--- config.mk ---
export PLATFORM = sky130hd
export DESIGN_NAME = refcpu_bus_arbiter
export DESIGN_NICKNAME = d
export VERILOG_FILES = /design/src/rtl/refcpu_bus_arbiter.sv
export SDC_FILE = /design/constraint.sdc
export NUM_CORES = 1
export LEC_CHECK = 0
export CAP_MARGIN = 20
export CELL_PAD_IN_SITES_DETAIL_PLACEMENT = 1
export CELL_PAD_IN_SITES_GLOBAL_PLACEMENT = 1
export CORE_MARGIN = 2
export CORE_UTILIZATION = 14
export DETAILED_ROUTE_END_ITERATION = 8
export PLACE_DENSITY_LB_ADDON = 0.1
export SYNTH_ARGS = -nofsm -noshare
export SYNTH_HDL_FRONTEND = slang
export SYNTH_SLANG_ARGS = --single-unit
--- constraint.sdc ---
create_clock -name clk -period 5.4 [get_ports clk]
set_clock_uncertainty 0.1 [all_clocks]
set_input_delay 1.62 -clock clk [delete_from_list [all_inputs] [get_ports clk]]
set_output_delay 1.62 -clock clk [all_outputs]
set_load 0.005 [all_outputs]
--- src/rtl/refcpu_bus_arbiter.sv ---
// RefCPU ibus/dbus arbiter: one downstream memory port, one outstanding
// transaction, grant locked until completion, sticky watchdog flag.
module refcpu_bus_arbiter #(
    parameter int AW          = 32,
    parameter int DW          = 32,
    parameter bit ROUND_ROBIN = 1'b0,
    parameter int TIMEOUT     = 1023
) (
    input  logic            clk,
    input  logic            resetn,
    input  logic            i_valid,
    input  logic [AW-1:0]   i_addr,
    output logic            i_addr_ok,
    output logic            i_data_ok,
    output logic [DW-1:0]   i_data,
    input  logic            d_valid,
    input  logic [AW-1:0]   d_addr,
    input  logic [DW/8-1:0] d_strobe,
    input  logic [DW-1:0]   d_wdata,
    output logic            d_addr_ok,
    output logic            d_data_ok,
    output logic [DW-1:0]   d_data,
    output logic            m_valid,
    output logic [AW-1:0]   m_addr,
    output logic [DW/8-1:0] m_strobe,
    output logic [DW-1:0]   m_wdata,
    input  logic            m_addr_ok,
    input  logic            m_data_ok,
    input  logic [DW-1:0]   m_rdata,
    output logic            grant_d,
    output logic            timeout_err
);

    localparam int WW = (TIMEOUT > 0) ? $clog2(TIMEOUT + 1) : 1;
    localparam logic [WW-1:0] TW = WW'(TIMEOUT);

    typedef enum logic [1:0] {
        IDLE = 2'd0,
        REQ  = 2'd1,
        WAIT = 2'd2
    } state_t;

    state_t        state;
    logic          owner_d;
    logic          last_d;
    logic [WW-1:0] wdog;
    logic [WW-1:0] wdog_nx;
    logic          pick_d;
    logic          in_req;
    logic          in_wait;
    logic          done;

    // Tie-break: fixed priority favours D, round-robin favours the one not served last.
    always_comb begin
        pick_d = d_valid;
        if (i_valid && d_valid) begin
            pick_d = ROUND_ROBIN ? ~last_d : 1'b1;
        end
    end

    assign in_req  = (state == REQ);
    assign in_wait = (state == WAIT);
    assign done    = (in_req && m_addr_ok && m_data_ok) ||
                     (in_wait && m_data_ok);
    assign wdog_nx = wdog + 1'b1;

    always_ff @(posedge clk) begin
        if (!resetn) begin
            state       <= IDLE;
            owner_d     <= 1'b0;
            last_d      <= 1'b0;
            wdog        <= '0;
            timeout_err <= 1'b0;
        end else begin
            unique case (state)
                IDLE: begin
                    if (i_valid || d_valid) begin
                        owner_d <= pick_d;
                        state   <= REQ;
                    end
                end
                REQ: begin
                    if (m_addr_ok) begin
                        state <= m_data_ok ? IDLE : WAIT;
                    end
                end
                WAIT: begin
                    if (m_data_ok) begin
                        state <= IDLE;
                    end
                end
                default: state <= IDLE;
            endcase

            if (done) begin
                last_d <= owner_d;
            end

            // Flag is raised as the count reaches TIMEOUT, so it is visible
            // in the (TIMEOUT+1)-th busy cycle; the count then holds.
            if (state == IDLE) begin
                wdog <= '0;
            end else if (TIMEOUT != 0 && wdog != TW) begin
                wdog <= wdog_nx;
                if (wdog_nx == TW) begin
                    timeout_err <= 1'b1;
                end
            end
        end
    end

    assign m_valid   = in_req;
    assign m_addr    = owner_d ? d_addr : i_addr;
    assign m_strobe  = owner_d ? d_strobe : '0;
    assign m_wdata   = owner_d ? d_wdata : '0;

    assign i_addr_ok = in_req && !owner_d && m_addr_ok;
    assign d_addr_ok = in_req && owner_d && m_addr_ok;
    assign i_data_ok = done && !owner_d;
    assign d_data_ok = done && owner_d;

    assign i_data    = m_rdata;
    assign d_data    = m_rdata;
    assign grant_d   = owner_d;

endmodule

==> impl_metrics.json <==
{
  "run_status": "finished clean",
  "use_met2": 0.193,
  "slew-limit-headroom": 0.413,
  "final_period_minus_worst_setup_slack_ps": 4780,
  "drt_drc_violations_left": 0,
  "critical_path.max_fanout": 3,
  "clock_sink_count": 14,
  "cts.clk_slew.worst_paths_ps": 40,
  "die_h_um": 117,
  "row_count": 41,
  "setup.worst_path.end_class": "output port",
  "global_route.overflow_total": 0,
  "postSynth.asyncResetShare": 0,
  "grt_pass1_wl_um": 10800,
  "synth.yosys.seq_area_share": 0.158,
  "total_clock_buffers_created_by_cts": 3,
  "gr-usage-met1": 0.114,
  "use_met3": 0.0405,
  "vias_per_cell": 3.68,
  "ys.flop_type": "sky130_fd_sc_hd__dfxtp_1",
  "hpwl_dp_um": 6720,
  "h-tree-depth": 1,
  "pin_count": 277,
  "synth_seq_cells": 14,
  "die_x_um": 117,
  "max-clock-path-buffers": 2,
  "core_utilization_of_the_finished_layout": 0.268,
  "postSynthCellCount": 215,
  "post_cts_resize_count": 0,
  "finalNonFillerCells": 499,
  "top_usage_layer": "met2",
  "initial_core_util": 0.142,
  "antennaDiodeCount": 0,
  "final.setup.tns_ps": 0,
  "numPortBuffers": 180,
  "dieArea_um2": 13600,
  "grt_antenna_before_repair": 1,
  "criticalPathCategory": "in -> out",
  "critical_path_required_ps": 3680,
  "drt_wl_total_um": 8030,
  "arrival_ps": 3060,
  "timing.hold.worst.class": "reg -> reg",
  "critPathLaunchType": "input port",
  "post_route_cells_drive_above_1_share": 0.131,
  "yosys.cell_types.count": 30,
  "place_congestion": 0.689,
  "synth_fp_nets": 355,
  "postRouteAntennaNets": 0,
  "unrepaired_setup_endpoints_after_global_routing": "no",
  "synth_warnings": 0,
  "powerDensity_nw_per_um2": 141,
  "dpl.cell_count": 496,
  "crit_share_post_route": 0.885,
  "routed-via-count": 1834,
  "fmax_mhz": 209,
  "timing.final.hold_violations": 0,
  "tritoncts": "built",
  "final-setup-viol-count": 0,
  "drt-wirelength-per-cell_um": 16.1,
  "coreArea_um2": 12500,
  "mostFrequentLayoutCell": "sky130_fd_sc_hd__clkdlybuf4s50_1",
  "flow.area_growth_from_synthesis_pct": 89.4,
  "clockRootBuffer": "sky130_fd_sc_hd__clkbuf_16",
  "timing.final.max_slew_violations": 0,
  "cell_area_after_synthesis_um2": 1770,
  "cap_violations": 0,
  "ir_drop_mv": 0.127,
  "nets": 469,
  "grt_max_degree": 40,
  "leakagePower_uw": 0.00119,
  "cts.hold.buffers_added": 0,
  "synth-edff-count": 0,
  "synth_area_per_cell_um2": 8.25,
  "firstDrtPassIters": 4,
  "grt_usage": 0.105,
  "tightest_slew_ps": 880,
  "drtIter0Drc": 36,
  "final_cell_mix": "sky130_fd_sc_hd__clkdlybuf4s50_1 (180), sky130_fd_sc_hd__and2_1 (36), sky130_fd_sc_hd__mux2_2 (32), sky130_fd_sc_hd__dfxtp_1 (13)",
  "clk-insertion-delay-late_ps": 240,
  "postCtsSetupRepairBufs": 0,
  "vias_in_the_first_global_route": 1804
}
==> layout make-up <==
type                       instances  area (um^2)
fill                            1487         9160
timing repair buffer             183         1820
multi-input combinational        125          957
sequential                        14          282
tap                              172          215
clock buffer                       3         75.1
inverter                           2         7.51
==> worst max-delay path, cell delays in order <==
cell and delay [ps]:
sky130_fd_sc_hd__clkdlybuf4s50_1 480, sky130_fd_sc_hd__nand2_1 90, sky130_fd_sc_hd__mux2i_1 200, sky130_fd_sc_hd__and3_1 180
sky130_fd_sc_hd__clkdlybuf4s50_1 500
==> worst paths after layout <==
path	endpoint	cells past startpoint	slack, ps	from
max	d_data_ok	5	620	m_addr_ok
min reg2reg	timeout_err$_SDFFE_PN0P_	1	380	timeout_err$_SDFFE_PN0P_
max reg2reg	wdog[1]$_SDFFE_PP0P_	5	3570	wdog[0]$_SDFFE_PP0P_
min	timeout_err$_SDFFE_PN0P_	1	380	timeout_err$_SDFFE_PN0P_
==> Yosys cell counts (all sizes together) (3+ instances only) <==
library cell	number	area (um^2)
nor3	4	20.0
dfxtp	14	280
nor2	6	22.5
o21ai	3	15.0
buf	68	507
and2	36	225
nand2	5	18.8
xnor2	5	43.8
clkbuf	6	22.5
nand3	4	30.0
or3	3	18.8
mux2	32	360
a21oi	6	30.0
==> metal layers <==
| layer | vias to the layer above | part of all wire | routed length, um |
|---|---|---|---|
| met4 | 2 | 0.016 | 131 |
| met1 | 835 | 0.36 | 2890 |
| met3 | 19 | 0.10 | 823 |
| li1 | 878 | - | - |
| met5 | - | 0.0021 | 17 |
| met2 | 100 | 0.52 | 4160 |
==> through the flow <==
stage               cell area, um^2  worst slack (ps)  total power [uW]  hold slack [ps]
finish                         3360               619               472              377
global route                   3360               501               501              394
CTS                            3360               603               485              383
detailed placement             3290               601               341              363
global placement               3290               610               341              359
floorplan                      1770              1650               212              368
==> cell families after synthesis <==
kind of cell | share of synthesized area
adders and majority gates | 0.0141
and+or+nand+nor | 0.228
buffers and inverters | 0.303
AOI/OAI and AO/OA | 0.0543
muxes | 0.209
xor gates and xnor gates | 0.0346
DFF | 0.158
==> registers in the layout (all words and copies together) (netlist names) <==
register	count
wdog	10
state	2
grant_d	1
timeout_err	1
==> where the power goes <==
part           switching, uW  internal (uW)
Sequential              11.1            106
Combinational           54.8            164
Clock                   39.7           96.6
Total                    106            367
No activity file was read; power rests on OpenSTA's default activity.
